File: src/rtl/video_timing_gen.sv
// Raster timing generator for the RGB pixel clock domain.
// Walks hc/vc over back porch, active, front porch, sync and turns the
// count into x/y, de, hs, vs and line/frame start pulses. de/hs/vs can be
// pushed back by SYNC_DELAY cycles to line up with a downstream pixel
// pipeline; x/y and the start pulses stay at stage-1 timing.
module video_timing_gen #(
   parameter int HOR_ACTIVE_PIXELS      = 1280,
   parameter int HOR_BACK_PORCH_PIXELS  = 220,
   parameter int HOR_FRONT_PORCH_PIXELS = 110,
   parameter int HOR_SYNC_PIXELS        = 40,
   parameter int VER_ACTIVE_PIXELS      = 720,
   parameter int VER_BACK_PORCH_PIXELS  = 20,
   parameter int VER_FRONT_PORCH_PIXELS = 5,
   parameter int VER_SYNC_PIXELS        = 5,
   parameter int HS_ACTIVE_HIGH         = 1,
   parameter int VS_ACTIVE_HIGH         = 1,
   parameter int SYNC_DELAY             = 0,
   localparam int X_WIDTH = (HOR_ACTIVE_PIXELS > 1) ? $clog2(HOR_ACTIVE_PIXELS) : 1,
   localparam int Y_WIDTH = (VER_ACTIVE_PIXELS > 1) ? $clog2(VER_ACTIVE_PIXELS) : 1
) (
   input  logic               clk_rgb,
   input  logic               rst,
   input  logic               en,
   output logic [X_WIDTH-1:0] x,
   output logic [Y_WIDTH-1:0] y,
   output logic               de,
   output logic               hs,
   output logic               vs,
   output logic               line_start,
   output logic               frame_start
);

   localparam int H_TOTAL = HOR_BACK_PORCH_PIXELS + HOR_ACTIVE_PIXELS +
                            HOR_FRONT_PORCH_PIXELS + HOR_SYNC_PIXELS;
   localparam int V_TOTAL = VER_BACK_PORCH_PIXELS + VER_ACTIVE_PIXELS +
                            VER_FRONT_PORCH_PIXELS + VER_SYNC_PIXELS;
   localparam int HC_W = (H_TOTAL > 1) ? $clog2(H_TOTAL) : 1;
   localparam int VC_W = (V_TOTAL > 1) ? $clog2(V_TOTAL) : 1;

   // Region boundaries in counter width so every compare is width-matched.
   localparam logic [HC_W-1:0] H_ACT_BEG  = HC_W'(HOR_BACK_PORCH_PIXELS);
   localparam logic [HC_W-1:0] H_ACT_END  = HC_W'(HOR_BACK_PORCH_PIXELS + HOR_ACTIVE_PIXELS);
   localparam logic [HC_W-1:0] H_SYNC_BEG = HC_W'(HOR_BACK_PORCH_PIXELS + HOR_ACTIVE_PIXELS +
                                                  HOR_FRONT_PORCH_PIXELS);
   localparam logic [HC_W-1:0] H_LAST     = HC_W'(H_TOTAL - 1);
   localparam logic [VC_W-1:0] V_ACT_BEG  = VC_W'(VER_BACK_PORCH_PIXELS);
   localparam logic [VC_W-1:0] V_ACT_END  = VC_W'(VER_BACK_PORCH_PIXELS + VER_ACTIVE_PIXELS);
   localparam logic [VC_W-1:0] V_SYNC_BEG = VC_W'(VER_BACK_PORCH_PIXELS + VER_ACTIVE_PIXELS +
                                                  VER_FRONT_PORCH_PIXELS);
   localparam logic [VC_W-1:0] V_LAST     = VC_W'(V_TOTAL - 1);

   // Asserted sync level and its idle (reset) complement.
   localparam logic HS_POL  = (HS_ACTIVE_HIGH != 0);
   localparam logic VS_POL  = (VS_ACTIVE_HIGH != 0);
   localparam logic HS_IDLE = ~HS_POL;
   localparam logic VS_IDLE = ~VS_POL;

   // Refuse to elaborate a degenerate raster or an out-of-range delay.
   if (HOR_ACTIVE_PIXELS < 1 || HOR_BACK_PORCH_PIXELS < 1 ||
       HOR_FRONT_PORCH_PIXELS < 1 || HOR_SYNC_PIXELS < 1 ||
       VER_ACTIVE_PIXELS < 1 || VER_BACK_PORCH_PIXELS < 1 ||
       VER_FRONT_PORCH_PIXELS < 1 || VER_SYNC_PIXELS < 1 ||
       SYNC_DELAY < 0 || SYNC_DELAY > 15) begin : g_bad_cfg
      $fatal(1, "video_timing_gen: porch/sync/active must be >= 1 and SYNC_DELAY in 0..15");
   end

   logic [HC_W-1:0] hc;
   logic [VC_W-1:0] vc;

   logic               h_act, v_act, h_sync, v_sync, act;
   logic [X_WIDTH-1:0] x_nxt;
   logic [Y_WIDTH-1:0] y_nxt;
   logic               ls_nxt, fs_nxt, hs_nxt, vs_nxt;

   // Stage 0 of the delay line is the stage-1 register itself.
   logic [SYNC_DELAY:0] de_pipe, hs_pipe, vs_pipe;

   // Raster counters: hc runs every enabled clock, vc steps on hc wrap.
   always_ff @(posedge clk_rgb or posedge rst) begin
      if (rst) begin
         hc <= '0;
         vc <= '0;
      end else if (en) begin
         if (hc == H_LAST) begin
            hc <= '0;
            vc <= (vc == V_LAST) ? '0 : vc + VC_W'(1);
         end else begin
            hc <= hc + HC_W'(1);
         end
      end
   end

   // Region decode and next stage-1 values from the current count.
   always_comb begin
      h_act  = (hc >= H_ACT_BEG) && (hc < H_ACT_END);
      v_act  = (vc >= V_ACT_BEG) && (vc < V_ACT_END);
      h_sync = (hc >= H_SYNC_BEG);
      v_sync = (vc >= V_SYNC_BEG);
      act    = h_act && v_act;
      x_nxt  = '0;
      y_nxt  = '0;
      if (act) begin
         x_nxt = X_WIDTH'(hc - H_ACT_BEG);
         y_nxt = Y_WIDTH'(vc - V_ACT_BEG);
      end
      // x==0 inside the active window is exactly hc==HB.
      ls_nxt = act && (hc == H_ACT_BEG);
      fs_nxt = ls_nxt && (vc == V_ACT_BEG);
      hs_nxt = ~(h_sync ^ HS_POL);
      vs_nxt = ~(v_sync ^ VS_POL);
   end

   // Stage-1 registers and the de/hs/vs delay line, all frozen by en=0.
   always_ff @(posedge clk_rgb or posedge rst) begin
      if (rst) begin
         x           <= '0;
         y           <= '0;
         line_start  <= 1'b0;
         frame_start <= 1'b0;
         de_pipe     <= '0;
         hs_pipe     <= {(SYNC_DELAY+1){HS_IDLE}};
         vs_pipe     <= {(SYNC_DELAY+1){VS_IDLE}};
      end else if (en) begin
         x           <= x_nxt;
         y           <= y_nxt;
         line_start  <= ls_nxt;
         frame_start <= fs_nxt;
         de_pipe[0]  <= act;
         hs_pipe[0]  <= hs_nxt;
         vs_pipe[0]  <= vs_nxt;
         for (int i = 1; i <= SYNC_DELAY; i++) begin
            de_pipe[i] <= de_pipe[i-1];
            hs_pipe[i] <= hs_pipe[i-1];
            vs_pipe[i] <= vs_pipe[i-1];
         end
      end
   end

   assign de = de_pipe[SYNC_DELAY];
   assign hs = hs_pipe[SYNC_DELAY];
   assign vs = vs_pipe[SYNC_DELAY];

endmodule

File: config.mk
export PLATFORM = sky130hd
export DESIGN_NAME = video_timing_gen
export DESIGN_NICKNAME = d
export VERILOG_FILES = /design/src/rtl/video_timing_gen.sv
export SDC_FILE = /design/constraint.sdc
export NUM_CORES = 1
export LEC_CHECK = 0
export CORE_MARGIN = 2
export CORE_UTILIZATION = 40
export DETAILED_ROUTE_END_ITERATION = 8
export GPL_TIMING_DRIVEN = 0
export PLACE_DENSITY = 0.67
export SYNTH_ARGS = -nofsm -noshare
export SYNTH_HDL_FRONTEND = slang
export SYNTH_SLANG_ARGS = --single-unit
File: constraint.sdc
create_clock -name clk_rgb -period 2.6 [get_ports clk_rgb]
set_clock_uncertainty 0.15 [all_clocks]
set_input_delay 0.78 -clock clk_rgb [delete_from_list [all_inputs] [get_ports clk_rgb]]
set_output_delay 0.78 -clock clk_rgb [all_outputs]
set_load 0.02 [all_outputs]
Word-level counts from Yosys, hierarchy flattened
Index checks and enable logic that the tools add are counted.

word-level totals
  word-level logic and storage cells = 33
  output and inout port bits = 26
  bits of input ports = 3
  register bits = 47

operators by class
  $lt $le $gt $ge = 6
  reduce and logical (&&, ||, !) cells = 6
  $add $sub $neg = 4
  equality and inequality tests = 4
  muxes and demuxes = 4

operators with widths
  cell                                                                number
  2-to-1 mux 11 bit                                                   2
  2-to-1 mux 10 bit                                                   2
  adder 11 x 1 -> 11 bit, second input constant                       1
  == test 11 bit, second input constant                               1
  == test 11 x 8 -> 1 bit, second input constant                      1
  greater-or-equal comparator 11 bit, second input constant           1
  greater-or-equal comparator 11 x 8 -> 1 bit, second input constant  1
  < comparator 11 bit, second input constant                          1
  subtractor 11 x 8 -> 11 bit, second input constant                  1
  adder 10 x 1 -> 10 bit, second input constant                       1
  == test 10 bit, second input constant                               1
  == test 10 x 5 -> 1 bit, second input constant                      1
  greater-or-equal comparator 10 bit, second input constant           1
  greater-or-equal comparator 10 x 5 -> 1 bit, second input constant  1
  < comparator 10 bit, second input constant                          1
  subtractor 10 x 5 -> 10 bit, second input constant                  1
  logical AND 1 bit                                                   5
  AND reduction 2 bit                                                 1

Logic depth before layout (Yosys ltp)
  word-level depth = 5
  depth in mapped cells = 7

Least setup slack after synthesis
OpenSTA, ideal clock, no wires.

  kind = input port to flip-flop
  start point = input port en
  end point = register x[0]
  path buffers = 3
  setup time = 0.151 ns
  arrival = 1.798 ns
  cell stages on the path = 4
  slack = 0.502 ns
  cell sequence = buf_2 -> buf_1 -> clkbuf_1 -> o32ai_2

RTL lines
  item                  line  text
  start, declared       23    input logic en,
  end signal, assigned  124   x <= x_nxt;
  end, declared         24    output logic [X_WIDTH-1:0] x,

No word-level cell between the ends.

Worst setup path after layout
  start point = register vc[2]
  end point = register x[6]

between the ends
  word-level cells in the longest chain between the ends = 4

RTL lines
  item                                                                                       line  text
  start, declared                                                                            68    logic [VC_W-1:0] vc;
  start signal, assigned                                                                     86    vc <= (vc == V_LAST) ? '0 : vc + VC_W'(1);
  greater-or-equal comparator 10 x 5 -> 1 bit / < comparator 10 bit (equally long branches)  96    v_act = (vc >= V_ACT_BEG) && (vc < V_ACT_END);
  logical AND 1 bit *                                                                        96
  logical AND 1 bit *                                                                        99    act = h_act && v_act;
  2-to-1 mux 11 bit *                                                                        102   if (act) begin

Mark *: on every way between the ends. The rest lies on a longest branch, timed or not.
A chain may end at the register's enable or synchronous reset.

==> flow_summary.ini <==
[timing]
slew_violations = 0
fin_crit_ns = 2.26
tightest_slew_ns = 0.736
setup-violations-final = 0
slew_headroom_pct = 50.9
final-hold-violation-count = 0
post-route-period-util_pct = 86.9
fmax_mhz = 442
rsz0062_at_grt = no

[power]
irDropWorstVdd_mv = 0.401
power.density_nw_per_um2 = 597
p_leak_uw = 0.00149
total_power_uw = 2060

[critical_path]
startpoint = vc[2]$_DFFE_PP0P_
worstPathRequired_ns = 2.66
end_kind = flip-flop
rr_endpoint = x[6]$_DFFE_PP0P_
slowest_stage = dfrtp_1
crit_path_max_incr_delay_ns = 0.49
path_cells = inv_1 -> ha_1 -> nor2b_1 -> nor4b_2 -> a311o_4 -> buf_6 -> o32ai_2
worst-path-buf-inv = 2
crit_type = flip-flop to flip-flop
r2r-start = vc[2]$_DFFE_PP0P_
arrival_ns = 2.32
crit_path_start_kind = flip-flop
crit_family = compound AO/OA/AOI/OAI gates
cp_max_fo = 10
r2r_setup_slack_ns = 0.34
r2r_cells = 7

[clock_tree]
cts.sinks = 47
cts_tree = built
clockRootBuffer = clkbuf_8
path_clk_slew_ns = 0.09
clockBufferDepth = 2
htree_levels = 2
cts-buffers-inserted = 5
postCtsHoldBufs = 0
clk_latency_ns = 0.30
cts_resized = 0
postCtsSetupBuffers = 0

[finish]
num_antenna_cells = 0
area_growth_pct = 17.0
finalNonFillerCells = 430
fillers = 708
nets = 346
design_area_um2 = 3460
drive_gt1_share_pct = 16.0

[floorplanning]
start_util_pct = 41.0
die_area_um2 = 8100
fp.dieH_um = 90.0
core_area_um2 = 7210
fp.dieW_um = 90.0
io-pin-count = 29
rows = 31

[synthesis]
ys.flop_type = dfrtp_1
synth.most_common_cell = dfrtp_1
synth_area_leaders = dfrtp_1, o32ai_2, ha_1
ys_warn_count = 0
synth_area_um2 = 2960
synth_cell_types = 51
synth_edf_count = 0
synth_cells = 296
synth.largest_area_cell = dfrtp_1
synth_common_cells = dfrtp_1, inv_1, nand2_1
ys_seq_area_share_pct = 39.8
synth-seq-cells = 47
syn_area_per_cell_um2 = 9.99
ys_async_sr_fraction_pct = 100
synth_nets = 311
synth_top_area_share_pct = 39.8

[global_routing]
grt_overflow_total = 0
grt_max_degree = 34
grt_pass1_wl_um = 11400
antenna_found_initial = 0
grt_pass1_vias = 2288
grt_util_all_layers_pct = 17.1

[worst_hold_path]
whs_endpoint = vs$_DFFE_PP0P_
hp-start = vs$_DFFE_PP0P_
hold_path_depth = 2
hp-class = flip-flop to flip-flop

[detailed_routing]
vias = 2281
routed_wl_um = 6650
antenna_left = 0
post-route-drc-count = 0
detailedRoute.firstPassIterationCount = 4
via_per_inst = 5.30
wl_per_cell_um = 15.5
initialDrtViolationCount = 127

[placed_design]
dpl_cell_area_um2 = 3370
port_buffers = 27
gp_congestion = 0.923
place_inst = 423
dp_hpwl_um = 4800

[flow_run]
maxCapViolations = 0

[outcome]
outcome = finished, final reports clean
## logic make-up after synthesis
family | after synthesis | synth area share (%)
DFF | 47 | 39.8
xor gates and xnor gates | 16 | 4.74
adders and majority gates | 12 | 5.08
muxes | 4 | 1.40
and+or+nand+nor | 93 | 19.0
buffers and inverters | 60 | 9.56
AOI/OAI and AO/OA | 64 | 20.4
## where the power goes
part	total (uW)	internal (uW)	switching (uW)
registers	929	829	99.9
clock network	466	209	256
logic	669	303	366
## layout by cell type (no fill, tap or decap), types with 5 or more instances in the layout
cell type,n
dfrtp_1,47
inv_1,35
clkdlybuf4s50_1,27
nand2_1,23
o32ai_2,19
o21ai_1,12
xnor2_1,12
ha_1,12
nand3_1,11
buf_2,10
nor2_1,10
nand4_1,6
and2_1,6
a21oi_1,6
o21ai_0,6
clkbuf_8,6
buf_6,5
nand2b_1,5
## worst max-delay path by stage
stage | to | slack [ns] | depth (start not counted)
after global placement | y[1]$_DFFE_PP0P_ | -0.42 | 2
final | x[6]$_DFFE_PP0P_ | 0.34 | 7
after global routing | y[5]$_DFFE_PP0P_ | 0.21 | 7
after floorplan | x[0]$_DFFE_PP0P_ | 0.50 | 4
after CTS | x[6]$_DFFE_PP0P_ | 0.34 | 7
after detailed placement | y[9]$_DFFE_PP0P_ | 0.03 | 4
## registers in the layout, indices dropped and copies added (netlist names), 10 cells and up
register / flops
vc: 10
hc: 11
x: 11
y: 10
## layer usage
layer,vias to the layer above,GRT usage [%],share of wire [%]
met4,0,4.87,1.2
met3,7,2.60,2.5
met2,48,27.1,45
met5,-,0,0
li1,1112,-,-
met1,1114,24.5,51
## per-stage QoR
stage                     utilization, %  hold WS (ns)  worst slack, ns  setup TNS, ns
after floorplan                        -         0.357            0.502              0
after global placement              46.4         0.318           -0.420         -19.62
after detailed placement            46.7         0.325           0.0316              0
after CTS                           47.9         0.345            0.337              0
after global routing                47.9         0.379            0.206              0
final                               47.9         0.342            0.340              0
## area by class of cell
cell class / count / area [um^2] / area share [%]
Clock inverter: 1 / 5.00 / 0.145
Multi-Input combinational cell: 189 / 1500 / 43.3
Sequential cell: 47 / 1180 / 34.0
Timing Repair Buffer: 28 / 290 / 8.39
Tap cell: 99 / 124 / 3.58
Clock buffer: 6 / 82.6 / 2.39
Inverter: 37 / 139 / 4.02
Buffer: 23 / 144 / 4.16
## tightest hold or removal path, stage by stage, from the launching register on
cell	delay, ns
dfrtp_1	0.35
nand2_1	0.05
o31ai_1	0.06
No activity file was read; power rests on OpenSTA's default activity.
